===== config.mk =====
export PLATFORM = sky130hd
export DESIGN_NAME = wb_timeout_bridge
export DESIGN_NICKNAME = d
export VERILOG_FILES = /design/src/rtl/wb_timeout_bridge.sv
export SDC_FILE = /design/constraint.sdc
export NUM_CORES = 1
export LEC_CHECK = 0
export BUFFER_PORTS_ARGS = -buffer_cell sky130_fd_sc_hd__buf_2
export CORE_MARGIN = 3
export CORE_UTILIZATION = 30
export CTS_CLUSTER_SIZE = 16
export DETAILED_ROUTE_END_ITERATION = 7
export GPL_TIMING_DRIVEN = 0
export HOLD_SLACK_MARGIN = 0.06
export PLACE_DENSITY = 0.58
export SLEW_MARGIN = 40
export SYNTH_ARGS = -nofsm -noshare
export SYNTH_HDL_FRONTEND = slang
export SYNTH_SLANG_ARGS = --single-unit

===== constraint.sdc =====
create_clock -name wb_clk_i -period 7.47 [get_ports wb_clk_i]
set_input_delay 0.3735 -clock wb_clk_i [delete_from_list [all_inputs] [get_ports wb_clk_i]]
set_output_delay 0.3735 -clock wb_clk_i [all_outputs]
set_load 0.01 [all_outputs]

===== src/rtl/wb_timeout_bridge.sv =====
// -----------------------------------------------------------------------------
// wb_timeout_bridge
//   Registered Wishbone slice sitting between the Caravel Wishbone master and
//   the multi-project harness. Every request outside the two local status
//   words is forwarded downstream. If the harness never acks, the bridge
//   answers the master itself with TIMEOUT_DATA after TIMEOUT_CYCLES cycles.
//   Timeouts are counted in a saturating counter, and the address of the most
//   recent timeout is kept.
//
//   Local status words
//     STATUS_ADDR   R: zero-extended timeout count
//                   W: clears the count when wbs_sel_i[0] is set
//     STATUS_ADDR+4 R: address of the last timed-out request
//                   W: ignored, but still acked
//
// Ports
//   wb_clk_i, wb_rst_i      clock, asynchronous active-high reset
//   wbs_cyc_i/stb_i/we_i    upstream cycle, strobe and write enable
//   wbs_sel_i, wbs_adr_i    upstream byte select and address
//   wbs_dat_i               upstream write data
//   wbs_ack_o, wbs_dat_o    upstream one-cycle ack, and read data valid with it
//   h_cyc_o/h_stb_o         downstream cycle/strobe, always driven together
//   h_we_o/h_sel_o          downstream we/sel, registered copies of the request
//   h_adr_o/h_dat_o         downstream address/data, registered copies
//   h_ack_i, h_dat_i        downstream ack and read data
//   timeout_irq             one-cycle pulse per timeout
// -----------------------------------------------------------------------------
module wb_timeout_bridge #(
   parameter int unsigned TIMEOUT_CYCLES = 16,
   parameter logic [31:0] TIMEOUT_DATA   = 32'hDEADBEEF,
   parameter logic [31:0] STATUS_ADDR    = 32'h30000FF0,
   parameter int unsigned CNT_WIDTH      = 8
) (
   input  logic        wb_clk_i,
   input  logic        wb_rst_i,
   input  logic        wbs_cyc_i,
   input  logic        wbs_stb_i,
   input  logic        wbs_we_i,
   input  logic [3:0]  wbs_sel_i,
   input  logic [31:0] wbs_adr_i,
   input  logic [31:0] wbs_dat_i,
   output logic        wbs_ack_o,
   output logic [31:0] wbs_dat_o,
   output logic        h_cyc_o,
   output logic        h_stb_o,
   output logic        h_we_o,
   output logic [3:0]  h_sel_o,
   output logic [31:0] h_adr_o,
   output logic [31:0] h_dat_o,
   input  logic        h_ack_i,
   input  logic [31:0] h_dat_i,
   output logic        timeout_irq
);

   localparam int unsigned       WAIT_W       = $clog2(TIMEOUT_CYCLES);
   localparam logic [WAIT_W-1:0] WAIT_LAST    = WAIT_W'(TIMEOUT_CYCLES - 1);
   localparam logic [31:0]       STATUS_ADDR4 = STATUS_ADDR + 32'd4;

   typedef enum logic [2:0] {
      S_IDLE, S_REQ, S_LOCAL, S_RESP, S_DRAIN
   } state_e;

   state_e                 state_q, state_d;
   logic [WAIT_W-1:0]      wait_q, wait_d;
   logic [CNT_WIDTH-1:0]   cnt_q, cnt_d;
   logic [31:0]            last_q, last_d;
   logic [31:0]            dat_q, dat_d;
   logic                   irq_q, irq_d;
   logic                   h_we_q, h_we_d;
   logic [3:0]             h_sel_q, h_sel_d;
   logic [31:0]            h_adr_q, h_adr_d;
   logic [31:0]            h_dat_q, h_dat_d;
   // latched decode of a local access: which word, read/write, byte lane 0
   logic                   loc_hi_q, loc_hi_d;
   logic                   loc_we_q, loc_we_d;
   logic                   loc_sel0_q, loc_sel0_d;

   logic req, hit_lo, hit_hi, wait_last, drain_done;

   assign req        = wbs_cyc_i & wbs_stb_i;
   assign hit_lo     = (wbs_adr_i == STATUS_ADDR);
   assign hit_hi     = (wbs_adr_i == STATUS_ADDR4);
   assign wait_last  = (wait_q == WAIT_LAST);
   // a held strobe keeps us in DRAIN so it is never taken as a new request
   assign drain_done = ~wbs_stb_i | ~wbs_cyc_i;

   // ---------------- state register ----------------
   always_ff @(posedge wb_clk_i or posedge wb_rst_i) begin
      if (wb_rst_i) state_q <= S_IDLE;
      else          state_q <= state_d;
   end

   // ---------------- next state ----------------
   always_comb begin
      state_d = state_q;
      case (state_q)
         S_IDLE:  if (req) state_d = (hit_lo | hit_hi) ? S_LOCAL : S_REQ;
         // abort beats ack: the master has left the cycle and must not be acked
         S_REQ: begin
            if (!wbs_cyc_i)                state_d = S_IDLE;
            else if (h_ack_i || wait_last) state_d = S_RESP;
         end
         S_LOCAL: state_d = S_RESP;
         S_RESP:  state_d = S_DRAIN;
         S_DRAIN: if (drain_done) state_d = S_IDLE;
         default: state_d = S_IDLE;
      endcase
   end

   // ---------------- outputs decoded from state ----------------
   always_comb begin
      h_cyc_o   = (state_q == S_REQ);
      h_stb_o   = (state_q == S_REQ);
      wbs_ack_o = (state_q == S_RESP);
   end

   assign wbs_dat_o   = dat_q;
   assign timeout_irq = irq_q;
   assign h_we_o      = h_we_q;
   assign h_sel_o     = h_sel_q;
   assign h_adr_o     = h_adr_q;
   assign h_dat_o     = h_dat_q;

   // ---------------- datapath next values ----------------
   always_comb begin
      wait_d     = wait_q;
      cnt_d      = cnt_q;
      last_d     = last_q;
      dat_d      = dat_q;
      irq_d      = 1'b0;
      h_we_d     = h_we_q;
      h_sel_d    = h_sel_q;
      h_adr_d    = h_adr_q;
      h_dat_d    = h_dat_q;
      loc_hi_d   = loc_hi_q;
      loc_we_d   = loc_we_q;
      loc_sel0_d = loc_sel0_q;
      case (state_q)
         S_IDLE: begin
            wait_d = '0;
            if (req) begin
               if (hit_lo | hit_hi) begin
                  loc_hi_d   = hit_hi;
                  loc_we_d   = wbs_we_i;
                  loc_sel0_d = wbs_sel_i[0];
               end else begin
                  h_we_d  = wbs_we_i;
                  h_sel_d = wbs_sel_i;
                  h_adr_d = wbs_adr_i;
                  h_dat_d = wbs_dat_i;
               end
            end
         end
         S_REQ: begin
            if (wbs_cyc_i) begin
               if (h_ack_i) begin
                  dat_d = h_dat_i;
               end else if (wait_last) begin
                  dat_d  = TIMEOUT_DATA;
                  irq_d  = 1'b1;
                  last_d = h_adr_q;
                  if (cnt_q != '1) cnt_d = cnt_q + 1'b1;
               end else begin
                  wait_d = wait_q + 1'b1;
               end
            end
         end
         S_LOCAL: begin
            dat_d = '0;
            if (!loc_we_q)                  dat_d = loc_hi_q ? last_q : 32'(cnt_q);
            else if (!loc_hi_q && loc_sel0_q) cnt_d = '0;
         end
         S_DRAIN: if (drain_done) dat_d = '0;
         default: ;
      endcase
   end

   always_ff @(posedge wb_clk_i or posedge wb_rst_i) begin
      if (wb_rst_i) begin
         wait_q     <= '0;
         cnt_q      <= '0;
         last_q     <= '0;
         dat_q      <= '0;
         irq_q      <= 1'b0;
         h_we_q     <= 1'b0;
         h_sel_q    <= '0;
         h_adr_q    <= '0;
         h_dat_q    <= '0;
         loc_hi_q   <= 1'b0;
         loc_we_q   <= 1'b0;
         loc_sel0_q <= 1'b0;
      end else begin
         wait_q     <= wait_d;
         cnt_q      <= cnt_d;
         last_q     <= last_d;
         dat_q      <= dat_d;
         irq_q      <= irq_d;
         h_we_q     <= h_we_d;
         h_sel_q    <= h_sel_d;
         h_adr_q    <= h_adr_d;
         h_dat_q    <= h_dat_d;
         loc_hi_q   <= loc_hi_d;
         loc_we_q   <= loc_we_d;
         loc_sel0_q <= loc_sel0_d;
      end
   end

endmodule

==> results.json <==
{
  "status": "finished clean",
  "fin_cells": 1015,
  "cts_setup_buffers": 0,
  "hp-class": "primary input to flop",
  "skew_ns": 0.0107,
  "fin_util_pct": 40.2,
  "fp.coreArea_um2": 22000,
  "antenna_left": 0,
  "drive_gt1_share_pct": 55.8,
  "rsz0062_at_grt": "false",
  "timing.fmax_ghz": 0.426,
  "pwr-share-comb_pct": 36.8,
  "hold_viol": 0,
  "min_period_over_period_pct": 31.4,
  "grt_pass1_vias": 5062,
  "holdWs_ns": 0.181,
  "cp.arrival_ns": 1.97,
  "die-width_um": 156,
  "seq_power_share_pct": 38.0,
  "power.switching_mw": 1.18,
  "worst-setup-path-type": "flop to output port",
  "min_period_ns": 2.34,
  "crit_path_frequent_cell": "buf_2",
  "clk_path_buf_depth": 2,
  "regArea_um2": 3800,
  "netlist_area_um2": 6750,
  "grt_usage_pct": 14.8,
  "switching_share_pct": 34.4,
  "cts_num_sinks": 152,
  "synth_edf_count": 0,
  "cp-start-kind": "flop",
  "grt_max_degree": 67,
  "async_flop_share_pct": 100,
  "place_ws_ns": 4.72,
  "cp_slowest_cell": "dfrtp_1",
  "critPathMaxStageDelay_ns": 0.46,
  "dieHeight_um": 156,
  "antenna_found_initial": 5,
  "wl_per_cell_um": 18.0,
  "vias": 4922,
  "nNetsFinal": 830,
  "vias_per_cell": 4.85,
  "htree_levels": 4,
  "syn-mean-instance-area_um2": 13.8,
  "rows": 54,
  "io_buffers": 210,
  "multi_input_area_um2": 2750,
  "synth-main-ff-cell": "dfrtp_1",
  "synth_seq_area_share_pct": 56.3,
  "p_per_area_nw_per_um2": 389,
  "synth-seq-cells": 152,
  "syn_nets": 598,
  "relSlewSlack_pct": 49.6,
  "cts_buffers": 17,
  "wirelength_mm": 18.3,
  "antenna_cells": 0,
  "ys_warn_count": 0,
  "insertion_delay_ns": 0.42,
  "clk_pin_slew_ns": 0.07,
  "syn_to_final_growth_pct": 30.6,
  "p_int_mw": 2.25,
  "grt_pass1_wl_mm": 28.1,
  "drcViolationCount": 0,
  "first_pass_iters": 4,
  "ir_worst_vdd_v": 0.000161,
  "io_pins": 211,
  "setup_slack_ns": 5.13,
  "worst_pin_slew_ns": 0.756,
  "dp.cells": 982,
  "die_area_um2": 24300,
  "maxCapViolCount": 0,
  "finalSetupViolCount": 0,
  "path_cells": "buf_2 > nand2b_1 > nor2_2 > buf_4 > buf_2",
  "syn_inst": 490,
  "tns_ns": 0,
  "drv_slew": 0,
  "overflow": 0,
  "leakage_nw": 4.21,
  "finalWeightedCongestion": 0.819,
  "power_frac_clock_pct": 25.2,
  "cts_tree": "done",
  "cp_max_fo": 10,
  "initial_core_util_pct": 30.7,
  "n_fill_cell": 2130,
  "cp-end-kind": "output port",
  "synth_cell_types": 56,
  "cp.required_ns": 7.10,
  "drt_iter0_drc": 219,
  "place_hpwl_mm": 13.3,
  "clockRootBuffer": "clkbuf_16"
}
cell type report:
class,instances,area share [%]
plain buffers,30,1.82
clock buffers,19,5.14
clock inverters,13,1.56
inverters,11,0.553
multi-input cells,297,31.2
flip-flops and latches,152,43.1
well taps,280,3.97
repair buffers,213,12.7
layout by cell type (no fill, tap or decap), drive strengths merged, types with 3 or more instances in the layout:
| master | Yosys | routed |
|---|---|---|
| buf | 20 | 232 |
| dfrtp | 152 | 152 |
| mux2 | 136 | 136 |
| clkbuf | 10 | 29 |
| nand2b | 22 | 22 |
| a22o | 18 | 18 |
| inv | 11 | 16 |
| o22ai | 13 | 13 |
| mux2i | 11 | 11 |
| nor2b | 10 | 10 |
| nor2 | 9 | 9 |
| nand3 | 8 | 8 |
| a32o | 7 | 7 |
| nand2 | 6 | 6 |
| nand4 | 5 | 5 |
| a221oi | 5 | 5 |
| nor4 | 5 | 5 |
| o21ai | 4 | 4 |
| clkinv | 0 | 4 |
| clkinvlp | 0 | 3 |
| or3 | 3 | 3 |
routing by layer:
metal | vias to the layer above | track usage, % | routed length (µm)
li1 | 2263 | - | -
met1 | 2448 | 19.5 | 8050
met5 | - | 0 | 51
met2 | 182 | 23.4 | 8430
met3 | 19 | 5.58 | 1540
met4 | 10 | 3.36 | 195
logic make-up after synthesis:
| logic type | Yosys count | synth area share (%) |
|---|---|---|
| xor gates and xnor gates | 1 | 0.130 |
| AOI/OAI and AO/OA | 63 | 7.41 |
| muxes | 147 | 24.9 |
| adders and majority gates | 2 | 0.371 |
| buffers and inverters | 41 | 2.98 |
| and+or+nand+nor | 84 | 7.88 |
| DFF | 152 | 56.3 |
path summary, 6_finish.rpt:
check	start	to	slack, ns	cells after the start
min in group asynchronous	wb_rst_i	h_dat_o[18]$_DFFE_PP0P_	0.45	3
worst min register to register	h_dat_o[31]$_DFFE_PP0P_	h_dat_o[31]$_DFFE_PP0P_	0.50	1
worst max register to register	state_q[0]$_DFFE_PP0P_	wbs_dat_o[9]$_DFFE_PP0P_	5.24	5
worst min-delay path	wbs_dat_i[30]	h_dat_o[30]$_DFFE_PP0P_	0.18	2
max in group asynchronous	wb_rst_i	cnt_q[7]$_DFFE_PP0P_	6.08	5
worst max-delay path	state_q[0]$_DFFE_PP0P_	h_stb_o	5.13	5
stage by stage:
stage          cell area (µm²)  total power [mW]
2_1_floorplan             6750              2.08
3_3_place_gp              8150              2.57
3_5_place_dp              8210              2.60
4_1_cts                   8810              3.48
5_1_grt                   8820              3.64
6_report                  8820              3.43
state kept, by name (all words and copies together), names as in the netlist:
signal / cells
h_adr_o: 32
wbs_dat_o: 32
loc_we_q: 1
h_dat_o: 32
timeout_irq: 1
loc_hi_q: 1
last_q: 32
h_we_o: 1
cnt_q: 8
wait_q: 4
state_q: 3
h_sel_o: 4
loc_sel0_q: 1
what timing repair did:
| item | in CTS | in global routing |
|---|---|---|
| hold buffers | 1 | 0 |
| endpoints found under the hold margin | 25 | 0 |
| gates resized for setup | 0 | 0 |
synthesized netlist by cell type (all sizes together), types with 2 or more instances:
library cell	number	area, µm²
nand4	5	31.3
o21ai	4	23.8
a31oi	2	12.5
a32o	7	70.1
a21o	2	15.0
nand2	6	22.5
buf	20	123
mux2i	11	110
nand2b	22	138
nand3b	2	15.0
inv	11	41.3
nand3	8	40.0
nor2	9	46.3
and3	2	12.5
mux2	136	1570
o22ai	13	81.3
nor2b	10	62.6
ha	2	25.0
dfrtp	152	3800
nor4	5	37.5
a22o	18	158
or3	3	23.8
and4	2	17.5
a221oi	5	43.8
a21oi	2	10.0
clkbuf	10	37.5
power by group through the flow:
stage          logic [mW]  registers [mW]  clock network, mW
2_1_floorplan       0.660            1.42                  0
3_3_place_gp         1.27            1.31                  0
3_5_place_dp         1.28            1.32                  0
4_1_cts              1.29            1.30              0.885
5_1_grt              1.38            1.34              0.919
6_report             1.26            1.30              0.864
worst max-delay path: cells and delay by family (launching register included):
kind                   cells  cell delay, ns
AND/OR/NAND/NOR            2            0.53
flip-flops                 1            0.46
buffers and inverters      3            0.57
No activity file was read; power rests on OpenSTA's default activity.
